===== src/rtl/drain_pkg.sv =====
// drain_pkg
//   Shared definitions for the FIFO burst-drain block: the controller state
//   encoding and the default word width / burst length used by the top level.
//   No ports; imported by fifo_burst_drain.
package drain_pkg;

  localparam int DFLT_DATA_W    = 16;
  localparam int DFLT_BURST_LEN = 256;

  typedef enum logic [2:0] {
    S_IDLE    = 3'd0,
    S_RD      = 3'd1,
    S_LATCH   = 3'd2,
    S_PRESENT = 3'd3,
    S_RELEASE = 3'd4,
    S_DONE    = 3'd5
  } drain_state_t;

endpackage


===== src/rtl/handshake_timer.sv =====
// handshake_timer
//   Phase counter that bounds how long one handshake phase may last.
//   Ports:
//     clk     - clock
//     reset_n - asynchronous active-low reset
//     clear   - restart the count from zero (takes priority over enable)
//     enable  - count one cycle spent in a guarded phase
//     expire  - high in the cycle whose count reaches ACK_TIMEOUT-1
module handshake_timer #(
  parameter int ACK_TIMEOUT = 1048576
) (
  input  logic clk,
  input  logic reset_n,
  input  logic clear,
  input  logic enable,
  output logic expire
);

  localparam int TW = (ACK_TIMEOUT > 2) ? $clog2(ACK_TIMEOUT) : 1;
  localparam logic [TW-1:0] LAST = TW'(ACK_TIMEOUT - 1);

  logic [TW-1:0] count_reg;

  // Count holds at LAST so a late clear still restarts cleanly and the
  // counter can never wrap back into the valid range.
  always_ff @(posedge clk or negedge reset_n) begin
    if (!reset_n) begin
      count_reg <= '0;
    end else if (clear) begin
      count_reg <= '0;
    end else if (enable && (count_reg != LAST)) begin
      count_reg <= count_reg + 1'b1;
    end
  end

  assign expire = enable && !clear && (count_reg == LAST);

endmodule


===== src/rtl/fifo_burst_drain.sv =====
// fifo_burst_drain
//   Drains one burst of BURST_LEN words from a non-showahead FIFO once it is
//   full and the CPU has armed the block, presenting each word to the CPU
//   under a 4-phase valid/ack handshake with a per-phase timeout.
//   Ports:
//     clk, reset_n          - clock, asynchronous active-low reset
//     fifo_rdfull/rdempty   - FIFO read-side flags
//     fifo_q                - FIFO data, valid the cycle after fifo_rdreq
//     fifo_rdreq            - single-cycle read strobe
//     cpu_arm, cpu_ack      - CPU PIO levels (arm next burst, acknowledge)
//     cpu_data, cpu_valid   - word offered to the CPU and its valid flag
//     burst_done            - sticky, last burst finished normally
//     timeout_err           - sticky, last burst aborted on a handshake timeout
//     word_cnt              - words acknowledged in the current/last burst
//     busy                  - controller is not idle
module fifo_burst_drain
  import drain_pkg::*;
#(
  parameter int DATA_W      = DFLT_DATA_W,
  parameter int BURST_LEN   = DFLT_BURST_LEN,
  parameter int CNT_W       = 9,
  parameter int ACK_TIMEOUT = 1048576
) (
  input  logic              clk,
  input  logic              reset_n,
  input  logic              fifo_rdfull,
  input  logic              fifo_rdempty,
  input  logic [DATA_W-1:0] fifo_q,
  output logic              fifo_rdreq,
  input  logic              cpu_arm,
  input  logic              cpu_ack,
  output logic [DATA_W-1:0] cpu_data,
  output logic              cpu_valid,
  output logic              burst_done,
  output logic              timeout_err,
  output logic [CNT_W-1:0]  word_cnt,
  output logic              busy
);

  localparam logic [CNT_W-1:0] BURST_CNT = CNT_W'(BURST_LEN);

  drain_state_t      state_reg, state_next;
  logic              arm_reg, ack_reg;
  logic              seen_low_reg, seen_low_next;
  logic [DATA_W-1:0] cpu_data_reg, cpu_data_next;
  logic              cpu_valid_reg, cpu_valid_next;
  logic              burst_done_reg, burst_done_next;
  logic              timeout_err_reg, timeout_err_next;
  logic [CNT_W-1:0]  word_cnt_reg, word_cnt_next;

  logic ack_accept;
  logic timer_clear, timer_enable, timer_expire;

  // An ack only counts once ack_r has been seen low in this PRESENT phase,
  // so a CPU that still holds ack high from earlier cannot skip a word.
  assign ack_accept   = (state_reg == S_PRESENT) && ack_reg && seen_low_reg;

  // Restart the phase counter on the way into PRESENT (from LATCH) and into
  // RELEASE (the accepted-ack cycle).
  assign timer_clear  = (state_reg == S_LATCH) || ack_accept;
  assign timer_enable = (state_reg == S_PRESENT) || (state_reg == S_RELEASE);

  handshake_timer #(
    .ACK_TIMEOUT (ACK_TIMEOUT)
  ) u_timer (
    .clk     (clk),
    .reset_n (reset_n),
    .clear   (timer_clear),
    .enable  (timer_enable),
    .expire  (timer_expire)
  );

  always_comb begin
    state_next       = state_reg;
    seen_low_next    = seen_low_reg;
    cpu_data_next    = cpu_data_reg;
    cpu_valid_next   = cpu_valid_reg;
    burst_done_next  = burst_done_reg;
    timeout_err_next = timeout_err_reg;
    word_cnt_next    = word_cnt_reg;

    case (state_reg)
      S_IDLE: begin
        // Full implies non-empty; the empty term just keeps RD unreachable
        // if the flags ever disagree.
        if (arm_reg && fifo_rdfull && !fifo_rdempty) begin
          burst_done_next  = 1'b0;
          timeout_err_next = 1'b0;
          word_cnt_next    = '0;
          state_next       = S_RD;
        end
      end

      S_RD: begin
        state_next = S_LATCH;
      end

      S_LATCH: begin
        cpu_data_next  = fifo_q;
        cpu_valid_next = 1'b1;
        seen_low_next  = 1'b0;
        state_next     = S_PRESENT;
      end

      S_PRESENT: begin
        if (!ack_reg) begin
          seen_low_next = 1'b1;
        end
        if (ack_accept) begin
          cpu_valid_next = 1'b0;
          if (word_cnt_reg != BURST_CNT) begin
            word_cnt_next = word_cnt_reg + 1'b1;
          end
          state_next = S_RELEASE;
        end else if (timer_expire) begin
          // The word already pulled from the FIFO is dropped.
          cpu_valid_next   = 1'b0;
          timeout_err_next = 1'b1;
          state_next       = S_IDLE;
        end
      end

      S_RELEASE: begin
        if (!ack_reg) begin
          if ((word_cnt_reg == BURST_CNT) || fifo_rdempty) begin
            state_next = S_DONE;
          end else begin
            state_next = S_RD;
          end
        end else if (timer_expire) begin
          timeout_err_next = 1'b1;
          state_next       = S_IDLE;
        end
      end

      S_DONE: begin
        burst_done_next = 1'b1;
        state_next      = S_IDLE;
      end

      default: begin
        state_next = S_IDLE;
      end
    endcase
  end

  always_ff @(posedge clk or negedge reset_n) begin
    if (!reset_n) begin
      state_reg       <= S_IDLE;
      arm_reg         <= 1'b0;
      ack_reg         <= 1'b0;
      seen_low_reg    <= 1'b0;
      cpu_data_reg    <= '0;
      cpu_valid_reg   <= 1'b0;
      burst_done_reg  <= 1'b0;
      timeout_err_reg <= 1'b0;
      word_cnt_reg    <= '0;
    end else begin
      state_reg       <= state_next;
      arm_reg         <= cpu_arm;
      ack_reg         <= cpu_ack;
      seen_low_reg    <= seen_low_next;
      cpu_data_reg    <= cpu_data_next;
      cpu_valid_reg   <= cpu_valid_next;
      burst_done_reg  <= burst_done_next;
      timeout_err_reg <= timeout_err_next;
      word_cnt_reg    <= word_cnt_next;
    end
  end

  assign fifo_rdreq  = (state_reg == S_RD);
  assign busy        = (state_reg != S_IDLE);
  assign cpu_data    = cpu_data_reg;
  assign cpu_valid   = cpu_valid_reg;
  assign burst_done  = burst_done_reg;
  assign timeout_err = timeout_err_reg;
  assign word_cnt    = word_cnt_reg;

endmodule


===== config.mk =====
export PLATFORM = sky130hd
export DESIGN_NAME = fifo_burst_drain
export DESIGN_NICKNAME = d
export VERILOG_FILES = /design/src/rtl/drain_pkg.sv /design/src/rtl/handshake_timer.sv /design/src/rtl/fifo_burst_drain.sv
export SDC_FILE = /design/constraint.sdc
export NUM_CORES = 1
export LEC_CHECK = 0
export CORE_MARGIN = 4
export CORE_UTILIZATION = 30
export DETAILED_ROUTE_END_ITERATION = 16
export GPL_ROUTABILITY_DRIVEN = 0
export HOLD_SLACK_MARGIN = 0.12
export SYNTH_ARGS = -nofsm -noshare
export SYNTH_HDL_FRONTEND = slang
export SYNTH_SLANG_ARGS = --single-unit

===== constraint.sdc =====
create_clock -name clk -period 4 [get_ports clk]
set_clock_uncertainty 0.05 [all_clocks]
set_input_delay 0.8 -clock clk [delete_from_list [all_inputs] [get_ports clk]]
set_output_delay 0.8 -clock clk [all_outputs]
set_load 0.03 [all_outputs]

==> metrics.cfg <==
[outcome]
run_status = completed

[placement]
dp_hpwl_mm = 3.940
port_buffers = 51

[worst_setup_path]
cpPeakStageDelay_ns = 0.61
critPathArrivalTime_ns = 1.90
path_class = flip-flop to primary output
cp_num_buf_inv = 1
crit_fanout = 11
path_cells = or3_1 > clkdlybuf4s50_1
critPathSlowestCell = clkdlybuf4s50_1
critPathCaptureType = primary output
r2r_start = state_reg[0]
crit_family = buffers and inverters
worstPathRequired_ns = 3.15
startpoint = state_reg[0]
start_kind = flip-flop

[pwr]
leakagePower_nw = 1.333
p_per_area_mw_per_mm2 = 671.9
peakVddDrop_mv = 0.3335
fin_total_pwr_mw = 2.256

[synthesis]
ys_seq_elements = 54
synth_cell_types = 47
yosysWarnings = 0
synth.avg_cell_area_um2 = 10.66
synth_top_area_share = 0.5049
synth_fa_ha_area_frac = 0.01403
synthArstFlopShare = 1.000
synth_top_family_by_area = simple AND/OR/NAND/NOR gates
ys_seq_area_frac = 0.5049
syn_nets = 276
synth.largest_area_cell = dfrtp_1
synth_edf_count = 0
synthFlopType = dfrtp_1
synthTopCellsByArea = dfrtp_1 50%, mux2_2 7.6%, nor2_1 5.2%
syn-cell-area_mm2 = 0.002676
synth-simple-area-share = 0.2057
synth-xor-area-share = 0.06545
synth_compound_area_frac = 0.09303
syn-instance-count = 251
muxShareOfSynthArea = 0.07948

[detailed_routing]
vias = 2018
wl_mm = 5.478
postRouteAntennaNets = 0
drc = 0
dr.pass1.iters = 4
drt_iter0_drc = 124
avgRoutedWirePerCell_um = 13.36
post_drt_via_cell_ratio = 4.922

[clock_tree]
clockBufferDepth = 2
post_cts_buffers = 0
insertion_delay_ns = 0.31
cts-resized-gates = 0
ctsHtreeMaxLevel = 2
cts_tree = done
cts_root_buf = clkbuf_8
clkTransAtPathRegs_ns = 0.10
cts_buffers = 5
holdBufCountCts = 0
cts.sinks = 54

[min_path]
hp-class = flip-flop to flip-flop
min_from = cpu_data[4]

[global_routing]
grt-ovfl-total = 0
grt_pass1_wl_mm = 9.522
grt_max_degree = 32
antenna_found_initial = 0
grt_pass1_vias = 2014
grt.total_usage = 0.1123

[final_layout]
fill_cells = 846
syn_to_final_growth_pct = 25.43
post-route-util = 0.3849
diodes = 0
largest_reg_flops = 20
nets = 326
drive_gt1_frac = 0.1258

[die]
die_x_um = 102.5
fp-row-count = 34
core_region_area_mm2 = 0.008721
io_pins = 52
dieArea_mm2 = 0.01050
die_y_um = 102.5
initial_core_util = 0.3069

[timing]
setup_viol_count_final = 0
post-route-period-util = 0.6874
hold_viol = 0
max_slew_margin = 0.4128
maxSlewViolCount = 0
grt_setup_unrepaired = no
fmax_mhz = 363.7
tightest_slew_ns = 0.8798
tns_ns = 0
period_minus_slack_ns = 2.750

[run]
cap_violations = 0

metal layers:
layer	vias to the layer above	wire length, um	global-route usage
met5	-	0	0
li1	987	-	-
met1	987	2646	0.1539
met3	6	252	0.02867
met2	38	2491	0.1718
met4	0	88	0.04036
final cells by class:
cell class                      count  area [um2]  area share
Inverter                            7       26.28    0.007827
Tap cell                          108       135.1     0.04025
Clock inverter                      2       16.27    0.004845
Sequential cell                    54        1351      0.4025
Multi-Input combinational cell    180        1225      0.3649
Clock buffer                        6       82.58     0.02460
Timing Repair Buffer               53       520.5      0.1551
cells in the final DEF, fill, tap and decap left out, types with 3 or more instances in the layout:
cell | synthesis | layout
a211oi_1 | 6 | 6
nand4_1 | 6 | 6
nor4_1 | 5 | 5
a21oi_1 | 11 | 11
nand2_1 | 13 | 13
inv_1 | 7 | 7
dfrtp_1 | 54 | 54
and3_1 | 4 | 4
mux2_2 | 18 | 18
o21ai_0 | 4 | 4
nor2_1 | 37 | 37
clkbuf_8 | 0 | 6
xor2_1 | 5 | 5
nand3_1 | 12 | 12
xnor2_1 | 15 | 15
nor3_1 | 7 | 7
clkdlybuf4s50_1 | 0 | 50
ha_1 | 3 | 3
cell families after synthesis:
logic type	Yosys count
AO/OA/AOI/OAI	35
XOR/XNOR	20
adder cells (fa/ha/maj)	3
buffers and inverters	17
flip-flops	54
multiplexers	19
AND/OR/NAND/NOR	103
final timing paths:
check,end,slack [ns],cells past startpoint
min in group asynchronous,word_cnt[7],0.48,1
max in group asynchronous,u_timer.count_reg[10],2.63,2
min,cpu_data[4],0.46,1
min reg2reg,cpu_data[4],0.46,1
max,busy,1.25,2
max reg2reg,word_cnt[4],1.82,5
worst reg2reg max path: stages (launching register included):
cell,delay (ns)
dfrtp_1,0.52
or3_1,0.46
nor2_1,0.55
o2111ai_1,0.24
xnor2_1,0.17
nor2_1,0.05
stage by stage:
step	setup WS [ns]	instances	hold WS [ns]	area, um2
final	1.250	410	0.4640	3357
after CTS	1.246	410	0.4702	3357
after global placement	1.399	402	0.4334	3258
after global routing	1.199	410	0.4897	3357
after detailed placement	1.359	402	0.4442	3258
after floorplan	2.044	251	0.4163	2676
power breakdown:
part	internal, mW	switching, mW	total (mW)
sequential	0.705	0.147	0.852
clock	0.143	0.186	0.329
combinational	0.476	0.599	1.07
synthesized netlist by cell type (2+ instances only):
cell type,instances
xor2_1,5
or3_1,2
mux2_2,18
nand4_1,6
a211oi_1,6
a31o_2,2
xnor2_1,15
nor2_1,37
a21oi_1,11
o21ai_0,4
o21a_1,2
nand3b_1,2
dfrtp_1,54
ha_1,3
buf_6,3
and4_1,2
nand3_1,12
inv_1,7
and3_1,4
o2111ai_1,2
buf_4,2
nor4_1,5
buf_2,4
nand2_1,13
nor4b_1,2
nor3_1,7
(Power assumes the default switching activity.)
==> variant 1 (config.mk and constraints unchanged) <==
`ACK_TIMEOUT` is set to 1048576 in 2 places; all go to 524288.
--- a/src/rtl/handshake_timer.sv
+++ b/src/rtl/handshake_timer.sv
@@ -7,7 +7,7 @@
 //     enable  - count one cycle spent in a guarded phase
 //     expire  - high in the cycle whose count reaches ACK_TIMEOUT-1
 module handshake_timer #(
-  parameter int ACK_TIMEOUT = 1048576
+  parameter int ACK_TIMEOUT = 524288
 ) (
   input  logic clk,
   input  logic reset_n,
--- a/src/rtl/fifo_burst_drain.sv
+++ b/src/rtl/fifo_burst_drain.sv
@@ -19,7 +19,7 @@
   parameter int DATA_W      = DFLT_DATA_W,
   parameter int BURST_LEN   = DFLT_BURST_LEN,
   parameter int CNT_W       = 9,
-  parameter int ACK_TIMEOUT = 1048576
+  parameter int ACK_TIMEOUT = 524288
 ) (
   input  logic              clk,
   input  logic              reset_n,
Check against the original RTL: no difference found for any inputs over 10 cycles, from zero or initial values and one cycle with reset_n low; that may be too few to reach the edited logic, so the function may still have changed.
==> variant 1 against the original RTL <==
- sequential cell count decreased by 1
- largest cell class unchanged
- synthesized area fell by 5.4%
- routed wire length is 0.68% lower
- setup slack improved by 7.2 ps
- final area is 3.4% lower
- non-clock buffer count rose by 1
- power is 1.1% lower
- first-iteration DRC count decreased by 6.5%
==> variant 1: results (changes against the original RTL) <==
Worst hold path
The count of cells along the worst hold path is 2 (+1). The origin of the worst min-delay path is u_timer.count_reg[18]$_DFFE_PN0P_.

Power and ir drop
The maximum ir drop on the vdd rail is 362 uV (+8.5%). The static leakage power is 1.30 nW (-2.6%). The share of power burned in combinational logic is 49.1% (+1.5 points). The switching component of the power was 0.946 mW (+1.6%).

Timing
The transition time at the pin with the least slew margin is 920 ps (+40.5 ps).

Detailed routing
The average wire length per cell after detail routing was 13.7 um (+2.6%). The total wire length is 5440 um (-0.68%). The DRC violation total after the first TritonRoute iteration is 116 (-6.5%). The via-per-instance ratio is 5.02 (+1.9%).

Global routing
The routing usage on met2 is 17.8% (+0.57 points). The pin count of the biggest net entering global routing is 41 (+28%). The global-route wire length before repair was 9430 um (-1.0%). The global router's overall resource usage is 11.4% (+0.18 points). The global-route track usage on met1 came to 15.3% (-0.14 points). The met3 capacity usage during global routing is 3.13% (+0.26 points). The number of global-route vias before repair came to 1946 (-3.4%).

Synth
The average cell area after synthesis is 10.7 um^2 (+0.21%). In the post-synthesis netlist, the biggest area contributors are dfrtp_1 (52%), mux2_2 (7.1%), nor2_1 (4.2%). The post-synthesis sequential area ratio is 52.4% (+1.9 points). The unique cell type count in the Yosys netlist is 46 (-2.1%). The post-synthesis net count is 262 (-5.1%).

Counting instances in the post-synthesis netlist gives the leading cell types as dfrtp_1 (53), nor2_1 (28), nand2_1 (19), mux2_2 (16), xor2_1 (12).

Final layout
The fraction of final layout cells sized beyond drive strength 1 was 11.3% (-1.3 points). The number of nets in the layout is 317 (-2.8%).

Place
The cell area reported after detailed placement is 0.00316 mm^2 (-2.9%). The number of cells in the design after placement was 390 (-3.0%). The setup slack after placement is 1600 ps (+243 ps).

Worst setup path
The minimum setup slack among reg-to-reg paths is 1760 ps (-60 ps). The delay of the slowest critical-path stage is 700 ps (+90 ps). The critical-path maximum fanout is 13 (+2).

Outcome
The run finished with clean final reports.
-- variant 1: changes by cell type after synthesis, moves of 4 or more --
cell      unedited run  this run
a21oi_1             11         6
nor2_1              37        28
xnor2_1             15         3
xor2_1               5        12
a31oi_1              1         7
or4_1                0         4
o211ai_1             1         7
nand2_1             13        19
a211oi_1             6         2
-- variant 1: cells by family (layout without fill, tap and decap cells) --
family / after synthesis / count (layout) / synth area share, %
adders and majority gates: 3 / 3 / 1.48
DFF: 53 / 53 / 52.4
AOI/OAI and AO/OA: 47 / 47 / 13.6
xor gates and xnor gates: 15 / 15 / 5.19
buffers and inverters: 12 / 67 / 2.03
and+or+nand+nor: 91 / 91 / 18.2
muxes: 16 / 16 / 7.11
-- variant 1: per-layer routing --
metal  vias up  share of wire (%)
li1        971                  -
met1       972                 47
met2        44                 46
met3         5                5.8
met4         0                1.5
met5         -                  0
-- variant 1: cell type report --
type                       count  area (um^2)
fill                         799         4970
sequential                    53         1330
multi-input combinational    172         1150
timing repair buffer          54          528
tap                          105          131
clock buffer                   6         72.6
inverter                       6         22.5
clock inverter                 1         8.76
-- variant 1: worst max path at each step --
stage	from	endpoint	slack, ps	cells after the start
6_report	state_reg[0]$_DFFE_PN0N_	fifo_rdreq	1260	3
5_1_grt	state_reg[0]$_DFFE_PN0N_	fifo_rdreq	1180	3
4_1_cts	state_reg[0]$_DFFE_PN0N_	fifo_rdreq	1250	3
3_5_place_dp	state_reg[0]$_DFFE_PN0N_	fifo_rdreq	1600	3
3_3_place_gp	state_reg[0]$_DFFE_PN0N_	fifo_rdreq	1630	3
2_1_floorplan	state_reg[0]$_DFFE_PN0N_	fifo_rdreq	1730	3
==> variant 2 (config.mk and constraints unchanged) <==
Without the edit above. One comparison of `word_cnt_reg` changes from == to >=.
--- a/src/rtl/fifo_burst_drain.sv
+++ b/src/rtl/fifo_burst_drain.sv
@@ -122,7 +122,7 @@
 
       S_RELEASE: begin
         if (!ack_reg) begin
-          if ((word_cnt_reg == BURST_CNT) || fifo_rdempty) begin
+          if ((word_cnt_reg >= BURST_CNT) || fifo_rdempty) begin
             state_next = S_DONE;
           end else begin
             state_next = S_RD;
Function: same outputs for any inputs over 10 cycles, from zero or initial values and one cycle with reset_n low; that may be too few to reach the edited logic, so the function may still have changed.
==> variant 2 against the original RTL <==
- setup slack got worse by 48 ps
- worst hold slack got worse by 18 ps
- largest power group unchanged
- power rose by 3.6%
- synthesized area did not move
- sequential cell count did not move
- critical endpoint is now fifo_rdreq
- final area rose by 0.97%
- via count rose by 4.1%
- critical path type unchanged
- largest cell class unchanged
- first-iteration DRC count fell by 54%
- routed wire length rose by 4.6%
==> variant 2: results (changes against the original RTL) <==
Global routing
The global-route wire length before repair is 9690 um (+1.8%). The met3 capacity usage during global routing is 3.41% (+0.55 points). The pin count of the biggest net entering global routing is 43 (+34%). The global router's overall resource usage is 11.5% (+0.31 points). The initial antenna violation count is 0 (unchanged). The global-route track usage on met1 is 15.2% (-0.17 points). The number of global-route vias before repair is 2022 (+0.40%). The routing usage on met2 is 18.6% (+1.4 points).

Worst hold path
In this run the most critical hold path is launched from cpu_data[9]$_DFFE_PN0P_.

Clocking
The number of buffers added by the clock tree synthesis step came to 5 (unchanged). The post-CTS resize count was 0 (unchanged). The number of buffers on the longest clock path is 2 (unchanged).

Detailed routing
The via-per-instance ratio is 5.12 (+4.1%). The routed metal-1 wirelength is 2560 um (-3.4%). The wire length on met3 came to 264 um (+4.8%). The DRC violation total after the first TritonRoute iteration was 57 (-54%). The met2 routed wirelength is 2850 um (+14%). The total wire length is 5730 um (+4.6%).

Worst setup path
The delay of the slowest critical-path stage is 710 ps (+100 ps). In this run the worst setup path terminates at fifo_rdreq. The data arrival time of the worst path is 1950 ps (+50 ps).

Place
The post-DP HPWL is 4080 um (+3.5%).

Synth
The xor/xnor cell area share of the yosys netlist is 5.89% (-0.65 points). By area the synthesized netlist is led by dfrtp_1 (50%), mux2_2 (5.9%), xor2_1 (4.6%). The fraction of the mapped netlist area in adder cells is 1.40% (unchanged).

The post-synthesis net count came to 277 (+0.36%). The fraction of the mapped netlist area in compound gates is 12.8% (+3.5 points). The multiplexer share of the synthesized area is 7.48% (-0.47 points). The unique cell type count in the Yosys netlist came to 53 (+13%).

Counting instances in the post-synthesis netlist gives the leading cell types as dfrtp_1 (54), nor2_1 (30), nand2_1 (15), mux2_2 (14), xor2_1 (14).

Outcome
The run finished with clean final reports.

Power and ir drop
The maximum ir drop on the vdd rail is 355 uV (+6.4%). The static leakage power was 1.40 nW (+5.1%). The total power density per cell area is 690 mW/mm^2 (+2.6%).

Timing
The headroom to the max-slew limit is 39.3% (-2.0 points). The minimum hold slack is 446 ps (-17.6 ps).

Final layout
The number of antenna cells inserted was 0 (unchanged). The fraction of final layout cells sized beyond drive strength 1 is 13.2% (+0.66 points).
variant 2: through the flow:
stage | utilization, % | instance area [um^2] | std cells | setup slack (ps)
after floorplan | - | 2680 | 252 | 1920
after global placement | 37.5 | 3270 | 402 | 1430
after detailed placement | 37.5 | 3270 | 402 | 1390
after CTS | 38.9 | 3390 | 410 | 1200
after global routing | 38.9 | 3390 | 410 | 1070
final | 38.9 | 3390 | 410 | 1200
variant 2: worst reg2reg max path, stage by stage (launching register included):
cell     delay [ps]
dfrtp_1         530
or3_4           440
nor2_1          590
o21ai_0         210
xor2_1          170
nor2_1           50
variant 2: power by group:
group          total [mW]  switching, mW  internal, mW
sequential          0.859          0.154         0.705
clock               0.381          0.190         0.191
combinational        1.10          0.631         0.467
total                2.34          0.975          1.36
variant 2: area by class of cell:
type	count	area [um^2]
Clock buffer	5	68.8
Clock inverter	3	48.8
Fill cell	853	5330
Inverter	7	26.3
Multi-Input combinational cell	181	1250
Sequential cell	54	1350
Tap cell	108	135
Timing Repair Buffer	52	513
